**config.mk**
```make
export PLATFORM = sky130hd
export DESIGN_NAME = piso_ser_fifo
export DESIGN_NICKNAME = d
export VERILOG_FILES = /design/src/rtl/piso_pkg.sv /design/src/rtl/piso_sync_fifo.sv /design/src/rtl/piso_ser_fifo.sv
export SDC_FILE = /design/constraint.sdc
export NUM_CORES = 1
export LEC_CHECK = 0
export BUFFER_PORTS_ARGS = -buffer_cell sky130_fd_sc_hd__buf_4
export CAP_MARGIN = 10
export CORE_ASPECT_RATIO = 1.5
export CORE_MARGIN = 2
export CORE_UTILIZATION = 40
export CTS_CLUSTER_SIZE = 40
export DETAILED_ROUTE_END_ITERATION = 6
export SYNTH_ARGS = -nofsm -noshare
export SYNTH_HDL_FRONTEND = slang
export SYNTH_HIERARCHICAL = 1
export SYNTH_SLANG_ARGS = --single-unit
```
**constraint.sdc**
```tcl
create_clock -name clk_i -period 8.2 [get_ports clk_i]
set_input_delay 0.82 -clock clk_i [delete_from_list [all_inputs] [get_ports clk_i]]
set_output_delay 0.82 -clock clk_i [all_outputs]
set_load 0.01 [all_outputs]
```
**src/rtl/piso_pkg.sv**
```systemverilog
// Shared definitions for the PISO serializer: one-hot FSM state encoding.
package piso_pkg;

    // One-hot serializer states; S_PARITY is only entered when PISO_PARITY_EN is defined.
    typedef enum logic [3:0] {
        S_FIFO_EMPTY        = 4'b0001,
        S_RD_FIFO           = 4'b0010,
        S_DRIVE_SERIAL_INTF = 4'b0100,
        S_PARITY            = 4'b1000
    } piso_state_t;

endpackage

```
**src/rtl/piso_sync_fifo.sv**
```systemverilog
// Single-clock word FIFO feeding the serializer. The head word is visible
// combinationally so the shifter can load it on the same edge as the pop.
module piso_sync_fifo #(
    parameter int WIDTH = 8,
    parameter int DEPTH = 4
) (
    input  logic                   clk_i,
    input  logic                   rst_i,
    input  logic                   flush,
    input  logic                   push,
    input  logic                   pop,
    input  logic [WIDTH-1:0]       wr_data,
    output logic [WIDTH-1:0]       head_data,
    output logic [$clog2(DEPTH):0] level,
    output logic                   full,
    output logic                   empty
);

    localparam int PTR_W = $clog2(DEPTH);
    localparam int LVL_W = $clog2(DEPTH) + 1;

    logic [WIDTH-1:0] mem [DEPTH];
    logic [PTR_W-1:0] wr_ptr_reg;
    logic [PTR_W-1:0] rd_ptr_reg;
    logic [LVL_W-1:0] count_reg;
    logic             do_push;
    logic             do_pop;

    assign full      = (count_reg == LVL_W'(DEPTH));
    assign empty     = (count_reg == '0);
    assign do_push   = push && !full && !flush;
    assign do_pop    = pop && !empty && !flush;
    assign head_data = mem[rd_ptr_reg];
    assign level     = count_reg;

    // Storage array; no reset so it maps onto plain RAM.
    always_ff @(posedge clk_i) begin
        if (do_push) begin
            mem[wr_ptr_reg] <= wr_data;
        end
    end

    // Pointers wrap naturally since DEPTH is a power of two; flush empties the queue.
    always_ff @(posedge clk_i or posedge rst_i) begin
        if (rst_i) begin
            wr_ptr_reg <= '0;
            rd_ptr_reg <= '0;
            count_reg  <= '0;
        end else if (flush) begin
            wr_ptr_reg <= '0;
            rd_ptr_reg <= '0;
            count_reg  <= '0;
        end else begin
            if (do_push) begin
                wr_ptr_reg <= wr_ptr_reg + PTR_W'(1);
            end
            if (do_pop) begin
                rd_ptr_reg <= rd_ptr_reg + PTR_W'(1);
            end
            if (do_push && !do_pop) begin
                count_reg <= count_reg + LVL_W'(1);
            end else if (do_pop && !do_push) begin
                count_reg <= count_reg - LVL_W'(1);
            end
        end
    end

endmodule

```
**src/rtl/piso_ser_fifo.sv**
```systemverilog
// Parallel-in/serial-out serializer with input FIFO. Words enter on a
// valid/ready handshake, bits leave on a bit-level valid/ready handshake.
// Optional even-parity trailer bit: define PISO_PARITY_EN.
module piso_ser_fifo
    import piso_pkg::*;
#(
    parameter int WIDTH     = 8,
    parameter int DEPTH     = 4,
    parameter int MSB_FIRST = 1
) (
    input  logic                   clk_i,
    input  logic                   rst_i,
    input  logic                   flush_i,
    input  logic [WIDTH-1:0]       data_i,
    input  logic                   valid_i,
    output logic                   ready_o,
    output logic                   data_o,
    output logic                   valid_o,
    input  logic                   ready_i,
    output logic                   last_o,
    output logic [$clog2(DEPTH):0] level_o
);

    localparam int LVL_W     = $clog2(DEPTH) + 1;
    localparam int CNT_W     = $clog2(WIDTH + 1);
    localparam int FIRST_IDX = (MSB_FIRST != 0) ? WIDTH - 1 : 0;
    localparam logic [CNT_W-1:0] LAST_IDX = CNT_W'(WIDTH - 1);

    piso_state_t      state_reg;
    logic [WIDTH-1:0] shift_reg;
    logic [WIDTH-1:0] shifted;
    logic [CNT_W-1:0] bit_cnt_reg;
    logic             valid_reg;
    logic             data_reg;
    logic             last_reg;
    logic             ready_reg;
`ifdef PISO_PARITY_EN
    logic             parity_reg;
`endif

    logic [WIDTH-1:0] head_data;
    logic [LVL_W-1:0] fifo_level;
    logic [LVL_W-1:0] level_next;
    logic             fifo_full;
    logic             fifo_empty;
    logic             push;
    logic             pop;
    logic             bit_accept;
    logic             word_done;

    assign bit_accept = valid_reg && ready_i;
    // last_reg marks the final bit of the word (data bit or parity bit).
    assign word_done  = bit_accept && last_reg;
    assign push       = valid_i && ready_reg && !fifo_full && !flush_i;
    // A pop always coincides with a shifter load: from S_RD_FIFO, or back-to-back after a last bit.
    assign pop        = !flush_i && ((state_reg == S_RD_FIFO) || (word_done && !fifo_empty));

    assign ready_o = ready_reg;
    assign data_o  = data_reg;
    assign valid_o = valid_reg;
    assign last_o  = last_reg;
    assign level_o = fifo_level;

    piso_sync_fifo #(
        .WIDTH (WIDTH),
        .DEPTH (DEPTH)
    ) u_fifo (
        .clk_i     (clk_i),
        .rst_i     (rst_i),
        .flush     (flush_i),
        .push      (push),
        .pop       (pop),
        .wr_data   (data_i),
        .head_data (head_data),
        .level     (fifo_level),
        .full      (fifo_full),
        .empty     (fifo_empty)
    );

    // Next FIFO occupancy, used to register ready_o one cycle ahead.
    always_comb begin
        level_next = fifo_level;
        if (flush_i) begin
            level_next = '0;
        end else if (push && !pop) begin
            level_next = fifo_level + LVL_W'(1);
        end else if (pop && !push) begin
            level_next = fifo_level - LVL_W'(1);
        end
    end

    // Remaining bits after one shift, oriented so the next bit lands at FIRST_IDX.
    always_comb begin
        shifted = '0;
        if (MSB_FIRST != 0) begin
            shifted = shift_reg << 1;
        end else begin
            shifted = shift_reg >> 1;
        end
    end

    // ready_o is low for the whole cycle the FIFO holds DEPTH words.
    always_ff @(posedge clk_i or posedge rst_i) begin
        if (rst_i) begin
            ready_reg <= 1'b0;
        end else begin
            ready_reg <= (level_next != LVL_W'(DEPTH));
        end
    end

    // Serializer FSM with shifter, bit counter and registered serial outputs.
    always_ff @(posedge clk_i or posedge rst_i) begin
        if (rst_i) begin
            state_reg   <= S_FIFO_EMPTY;
            shift_reg   <= '0;
            bit_cnt_reg <= '0;
            valid_reg   <= 1'b0;
            data_reg    <= 1'b0;
            last_reg    <= 1'b0;
`ifdef PISO_PARITY_EN
            parity_reg  <= 1'b0;
`endif
        end else if (flush_i) begin
            state_reg   <= S_FIFO_EMPTY;
            bit_cnt_reg <= '0;
            valid_reg   <= 1'b0;
            data_reg    <= 1'b0;
            last_reg    <= 1'b0;
        end else if (pop) begin
            state_reg   <= S_DRIVE_SERIAL_INTF;
            shift_reg   <= head_data;
            data_reg    <= head_data[FIRST_IDX];
            bit_cnt_reg <= '0;
            valid_reg   <= 1'b1;
            last_reg    <= 1'b0;
`ifdef PISO_PARITY_EN
            parity_reg  <= ^head_data;
`endif
        end else begin
            case (state_reg)
                S_FIFO_EMPTY: begin
                    if (fifo_level != '0) begin
                        state_reg <= S_RD_FIFO;
                    end
                end
                S_RD_FIFO: begin
                    // Always left through the pop branch above.
                    state_reg <= S_RD_FIFO;
                end
                S_DRIVE_SERIAL_INTF: begin
                    if (bit_accept) begin
                        if (bit_cnt_reg == LAST_IDX) begin
`ifdef PISO_PARITY_EN
                            state_reg   <= S_PARITY;
                            data_reg    <= parity_reg;
                            last_reg    <= 1'b1;
                            bit_cnt_reg <= bit_cnt_reg + CNT_W'(1);
`else
                            state_reg <= S_FIFO_EMPTY;
                            valid_reg <= 1'b0;
                            last_reg  <= 1'b0;
`endif
                        end else begin
                            shift_reg   <= shifted;
                            data_reg    <= shifted[FIRST_IDX];
                            bit_cnt_reg <= bit_cnt_reg + CNT_W'(1);
`ifdef PISO_PARITY_EN
                            last_reg    <= 1'b0;
`else
                            last_reg    <= ((bit_cnt_reg + CNT_W'(1)) == LAST_IDX);
`endif
                        end
                    end
                end
                S_PARITY: begin
                    if (bit_accept) begin
                        state_reg <= S_FIFO_EMPTY;
                        valid_reg <= 1'b0;
                        last_reg  <= 1'b0;
                    end
                end
                default: begin
                    state_reg <= S_FIFO_EMPTY;
                    valid_reg <= 1'b0;
                    last_reg  <= 1'b0;
                end
            endcase
        end
    end

endmodule

```
==> Word-level counts from Yosys, hierarchy flattened <==
Memory sizes are Yosys's and may differ from the RTL's.
Index checks and enable logic that the tools add are counted.
{ "word_totals": {"reg_bits": 26, "latch_bits": 0, "ram_bits": 32, "romBits": 0, "inputBits": 13, "elab_cells": 114, "mem_count": 1} }
{ "mem_list": {"columns": ["memory", "depth", "word_bits", "read_ports", "rd_ports_with_merged_regs", "write_ports", "line_no", "source"], "rows": [
  ["u_fifo.mem", 4, 8, 1, 0, 1, "piso_sync_fifo.sv:22", "logic [WIDTH-1:0] mem [DEPTH];"]
]} }
{ "classes": {"addsub": 5, "n_mul": 0, "div": 0, "magnitude_cmp": 0, "eq_ne": 15, "shift": 0, "mux": 44, "n_bitwise": 1, "n_reduce_logical": 38} }
{ "ops": {"columns": ["operator", "count"], "rows": [
  ["$mux 4", 11],
  ["$mux 7", 4],
  ["$mux 3", 6],
  ["$mux 1", 16],
  ["$ne 4x4->1 const B", 4],
  ["$pmux 4 s4", 1],
  ["$logic_and 1x1->1", 15],
  ["$eq 4x3->1 const B", 3],
  ["$reduce_and 4->1", 3],
  ["$reduce_bool 3->1", 4],
  ["$mux 2", 4],
  ["$reduce_bool 2->1", 4],
  ["$logic_not 1->1", 7],
  ["$ne 3x3->1 const B", 2],
  ["$pmux 1 s3", 2],
  ["$reduce_and 3->1", 2],
  ["$add 2x1->2 const B", 2],
  ["$add 4x1->4 const B", 1],
  ["$eq 4x1->1 const B", 1],
  ["$eq 4x2->1 const B", 1],
  ["$eq 4x4->1 const B", 1],
  ["$add 3x1->3 const B", 1],
  ["$eq 3x3->1 const B", 1],
  ["$logic_not 3->1", 1],
  ["6 further kinds", 6]
]} }

==> Depth between registers and ports, before layout <==
{ "depth": {"ltp_word": 11, "mapped_depth": 13} }

==> Hierarchy <==
The synthesis kept the hierarchy.
{ "modules_own_cells": {"columns": ["module", "instances", "cells_each", "area_each_um2"], "rows": [
  ["piso_sync_fifo", 1, 104, 1696.6],
  ["piso_ser_fifo", 1, 111, 1108.6]
]} }

==> Worst setup path before layout <==
No wires, ideal clock.
{ "synth_path": {"path_kind": "input -> register", "from": "input port ready_i", "to": "register u_fifo.count_reg[2], in the netlist u_fifo/level[2]", "setup_time_ns": 0.094, "arrival_ns": 2.774, "slack_ns": 5.332, "cell_stages": 10, "n_path_buf": 2, "cell_sequence": "and4b_4 > nor2_1 > buf_2 > nor2_1 > buf_2 > o31ai_1 > and2_1 > fa_1 > o311a_1 > a211oi_1"} }
{ "synth_via": {"elab_chain_len": 11} }
{ "synth_lines": {"columns": ["item", "line_no", "source"], "rows": [
  ["start: declaration", "piso_ser_fifo.sv:19", "input logic ready_i,"],
  ["$logic_and 1x1->1 *", "piso_ser_fifo.sv:51", "assign bit_accept = valid_reg && ready_i;"],
  ["$logic_and 1x1->1 *", "piso_ser_fifo.sv:53", "assign word_done = bit_accept && last_reg;"],
  ["$logic_and 1x1->1 *", "piso_ser_fifo.sv:56", "assign pop = !flush_i && ((state_reg == S_RD_FIFO) || (word_done && !fifo_empty));"],
  ["$logic_or 1x1->1 *", "piso_ser_fifo.sv:56", null],
  ["$logic_and 1x1->1 *", "piso_ser_fifo.sv:56", null],
  ["via pop", "piso_ser_fifo.sv:47", "logic pop;"],
  ["$logic_and 1x1->1 * (2 in a row)", "piso_sync_fifo.sv:32", "assign do_pop = pop && !empty && !flush;"],
  ["$logic_not 1->1", "piso_sync_fifo.sv:60", "if (do_push && !do_pop) begin"],
  ["$logic_and 1x1->1", "piso_sync_fifo.sv:60", null],
  ["$mux 3", "piso_sync_fifo.sv:60", null],
  ["$mux 3", "piso_sync_fifo.sv:49", "end else if (flush) begin"],
  ["end signal: assignment", "piso_sync_fifo.sv:61", "count_reg <= count_reg + LVL_W'(1);"],
  ["end signal: assignment", "piso_sync_fifo.sv:63", "count_reg <= count_reg - LVL_W'(1);"],
  ["end: declaration", "piso_sync_fifo.sv:25", "logic [LVL_W-1:0] count_reg;"]
]} }
Mark *: on every way through the listed nets, which the timed path passes. The rest lies on a longest branch.
A chain may end at the register's enable or synchronous reset.

==> Worst setup path after layout <==
{ "layout_path": {"from": "register u_fifo.count_reg[0], in the netlist u_fifo/level[0]", "to": "register u_fifo.count_reg[2], in the netlist u_fifo/level[2]"} }
{ "layout_via": {"elab_chain_len": 11} }
{ "layout_lines": {"columns": ["item", "line_no", "source"], "rows": [
  ["$logic_not 3->1 *", "piso_sync_fifo.sv:30", "assign empty = (count_reg == '0);"],
  ["via fifo_empty", "piso_ser_fifo.sv:45", "logic fifo_empty;"],
  ["$logic_not 1->1 *", "piso_ser_fifo.sv:56", null],
  ["$logic_and 1x1->1 *", "piso_ser_fifo.sv:56", null],
  ["$logic_or 1x1->1 *", "piso_ser_fifo.sv:56", null],
  ["$logic_and 1x1->1 *", "piso_ser_fifo.sv:56", null],
  ["via pop", "piso_ser_fifo.sv:47", null],
  ["$logic_and 1x1->1 * (2 in a row)", "piso_sync_fifo.sv:32", null],
  ["$logic_not 1->1", "piso_sync_fifo.sv:60", null],
  ["$logic_and 1x1->1", "piso_sync_fifo.sv:60", null],
  ["$mux 3", "piso_sync_fifo.sv:60", null],
  ["$mux 3", "piso_sync_fifo.sv:49", null]
]} }
Mark *: on every way through the listed nets, which the timed path passes. The rest lies on a longest branch. The select of a mux whose other input is x is not followed.

==> flow_results.org <==
** Die
- Effective utilization at floorplan :: 0.4122
- # rows :: 37
- Height of the chip :: ~110 µm
- During I/O placement, the number of pins put on the boundary was 20.
- The die is roughly 72 µm wide.
- Die Area :: just under 8000 µm²
- The floorplan step defined a core boundary enclosing about 7000 µm².

** Final layout
- Post-synthesis to final-layout area growth :: 14.67%
- Of the cells placed in the final design, the portion with a size suffix greater than 1 is 0.2227.
- Number of nets in the layout :: around 260
- Final antenna diode count :: 0
- The register with the most flip-flops in the layout has 32 of them.
- The top cell types in the final layout, fill and taps aside, are sky130_fd_sc_hd__edfxtp_1 (32), sky130_fd_sc_hd__dfrtp_1 (24), sky130_fd_sc_hd__buf_4 (19).
- Most frequent standard cell in the layout excluding fill and tap cells :: sky130_fd_sc_hd__edfxtp_1

** Clock network
- Maximum number of buffers from clock root to sink :: 2
- Number of setup buffers added after CTS :: 0
- Worst-skew pair later-pin latency :: between 0.3 and 0.4 ns
- Hold-fix buffer count after cts :: 0
- CTS placed an instance of sky130_fd_sc_hd__clkbuf_8 at the clock tree root.
- After clock tree synthesis, the repair step resized 0 gates.
- TritonCTS created 9 clock buffers.
- Clock slew at the register clock pins of the worst setup and hold paths :: roughly 0.080 ns
- The clock drives 57 sinks.
- TritonCTS built the clock tree.
- Clock H-tree levels :: 3

** Drt
- Dividing the detail-routed wire length by the instance count gives around 17 µm.
- Number of design rule violations left after detail routing :: 0
- Overall via count from detail_route :: 1742
- Final wirelength :: 5297 µm
- First drt pass iteration count :: 6
- Using the TritonRoute via totals, the vias-per-cell ratio works out to ~5.5.
- In this run, the number of DRC markers left after iteration 0 of detailed routing was 128.
- Routed Antenna Nets :: 0

** Synth
- Count of cell types in the netlist :: 51
- The average instance in the mapped netlist occupies between 10 and 15 µm².
- The synthesized design contains 32 enable-type register cells.
- For this run, the number of Yosys warnings is 6.
- After synthesis the netlist holds a flip-flop and latch count of 57.
- Counting every net in the synthesized netlist gives 238.
- Post-Syn Instances :: 215
- For this run, the register share of the synthesized area comes to 0.5660.
- The most used flip-flop cell after synthesis is sky130_fd_sc_hd__edfxtp_1.
- After synthesis, the share of flip-flops with an asynchronous set or reset is 0.4386.
- Cell Area, Synth :: 2805 µm²

** STA
- The total count of hold-check failures in the final report is 0.
- The worst path needs roughly 3.4 ns of the cycle, external delays included.
- The clock arrives with between 0.01 and 0.015 ns of skew.
- In the final timing run, aggregate negative setup slack is 0 ns.
- For the pin with the worst max-slew slack, the measured transition is a little under 0.9 ns.
- Setup repair after global routing missed its margin :: no
- Headroom to the max-slew limit came out at 0.4178.
- Setup violations remaining at the end of the flow were counted as 0.
- Of the available clock period, the critical path in the final layout requires 0.4151.
- Highest clock rate :: approximately 290 MHz
- The count of final max-slew check failures came to 0.

** Worst setup path
- Endpoint of the most critical register-to-register path :: u_fifo/level[2]$_DFFE_PP0P_
- Across all register-to-register paths, the minimum setup slack is 4.80 ns.
- Data required time at the worst endpoint :: 8.45 ns
- Along the worst path, the maximum fanout reaches 15.
- In this run the critical register-to-register path is launched from u_fifo/level[0]$_DFFE_PP0P_.
- Type of origin of the critical path :: register
- Critical path capture point type :: register
- Depth of the worst register-to-register path :: 9
- At the worst endpoint, the arrival time is about 3.7 ns.
- Class of the most critical setup path :: reg2reg

** Job
- Maxcap violations :: 0

** Global route
- The initial antenna violation count came to 0.
- GRT Residual Overflow :: 0
- The via count of the first global-routing pass is about 1800.
- Maximum number of pins on one net before global-route repair :: 32
- First-pass GRT wire length :: 8631 µm
- For this run, the total global-route usage over all layers was measured as 0.1520.

** Run status
- The flow ran to the end, and the final reports show no timing, DRC or antenna violations.

** Placed design
- Final weighted congestion in routability-driven placement :: between 0.7 and 0.8
- Number of I/O port buffers :: 19
- The HPWL after detailed placement is about 3600 µm.

** Power and ir drop
- Power comes to roughly 700 µW.
- IR analysis of the VDD net gives a maximum drop of around 0.00012 V.
- Leakage :: 0.001209 µW
- Pwr Density :: between 200 and 250 nW/µm²

** Min path
- Tightest Hold Check Type :: in2async
-- worst max-delay path, cell delays in order (launching register included) --
cell,delay [ns]
sky130_fd_sc_hd__dfrtp_1,0.64
sky130_fd_sc_hd__nor3_1,0.13
sky130_fd_sc_hd__and4b_4,0.35
sky130_fd_sc_hd__nor2_1,0.19
sky130_fd_sc_hd__nor2_1,0.57
sky130_fd_sc_hd__o31ai_1,0.22
sky130_fd_sc_hd__and2_1,0.20
sky130_fd_sc_hd__fa_1,0.43
sky130_fd_sc_hd__o311a_1,0.36
sky130_fd_sc_hd__a211oi_1,0.21
-- where the power goes --
group	total (µW)	switching, µW	internal (µW)	leakage (µW)
combinational	66.0	31.7	34.3	0.000474
clock	296	122	174	0.000110
sequential	341	16.2	324	0.000625
-- worst max path at each step --
stage / start / end / slack [ns] / depth (start not counted)
3_5_place_dp: ready_i / u_fifo/level[2]$_DFFE_PP0P_ / 4.78 / 10
2_1_floorplan: ready_i / u_fifo/level[2]$_DFFE_PP0P_ / 5.33 / 10
6_report: u_fifo/level[0]$_DFFE_PP0P_ / u_fifo/level[2]$_DFFE_PP0P_ / 4.80 / 9
4_1_cts: u_fifo/level[0]$_DFFE_PP0P_ / u_fifo/level[2]$_DFFE_PP0P_ / 4.83 / 9
3_3_place_gp: ready_i / u_fifo/level[2]$_DFFE_PP0P_ / 4.92 / 9
5_1_grt: u_fifo/level[0]$_DFFE_PP0P_ / u_fifo/level[2]$_DFFE_PP0P_ / 4.54 / 9
-- per-layer routing --
| layer | GRT usage | share of wire |
|---|---|---|
| met1 | 0.1675 | 0.42 |
| met2 | 0.2628 | 0.53 |
| met3 | 0.03507 | 0.028 |
| met4 | 0.08598 | 0.023 |
| met5 | 0 | 0 |
-- cells in the mapped netlist, drive strengths merged (4+ instances only) --
cell type	count	share of area
edfxtp	32	0.34
dfrtp	24	0.21
nor2	18	0.024
inv	14	0.019
nor3b	12	0.036
ha	9	0.040
buf	8	0.014
mux4	8	0.064
a21oi	6	0.011
and2	6	0.014
o21ai	6	0.011
a221o	5	0.018
clkbuf	4	0.0054
nand3	4	0.0089
nand3b	4	0.011
nor3	4	0.0071
o31ai	4	0.011
-- cells by family after synthesis --
logic type | count (synthesis) | synth area share
adder cells (fa/ha/maj) | 10 | 0.04728
XOR/XNOR | 5 | 0.01561
AND/OR/NAND/NOR | 65 | 0.1432
multiplexers | 13 | 0.08341
AO/OA/AOI/OAI | 39 | 0.1062
flip-flops | 57 | 0.5660
buffers and inverters | 26 | 0.03836
-- final cells by class --
class | instances | area [µm²]
fill | 606 | 3588
tap | 78 | 97.59
clock inverter | 7 | 102.6
timing repair buffer | 19 | 142.6
multi-input combinational | 132 | 1110
clock buffer | 9 | 123.9
inverter | 14 | 52.55
sequential | 57 | 1588
-- metrics by stage --
step / utilization / setup WS (ns) / instances / hold slack, ns / cell area, µm²
5_1_grt: 0.4727 / 4.540 / 316 / 0.4432 / 3217
6_report: 0.4727 / 4.796 / 316 / 0.4200 / 3217
3_5_place_dp: 0.4394 / 4.784 / 300 / 0.4686 / 2990
2_1_floorplan: - / 5.332 / 215 / 0.4509 / 2805
3_3_place_gp: 0.4394 / 4.922 / 300 / 0.4654 / 2990
4_1_cts: 0.4727 / 4.828 / 316 / 0.4181 / 3217
(Power assumes the default switching activity.)
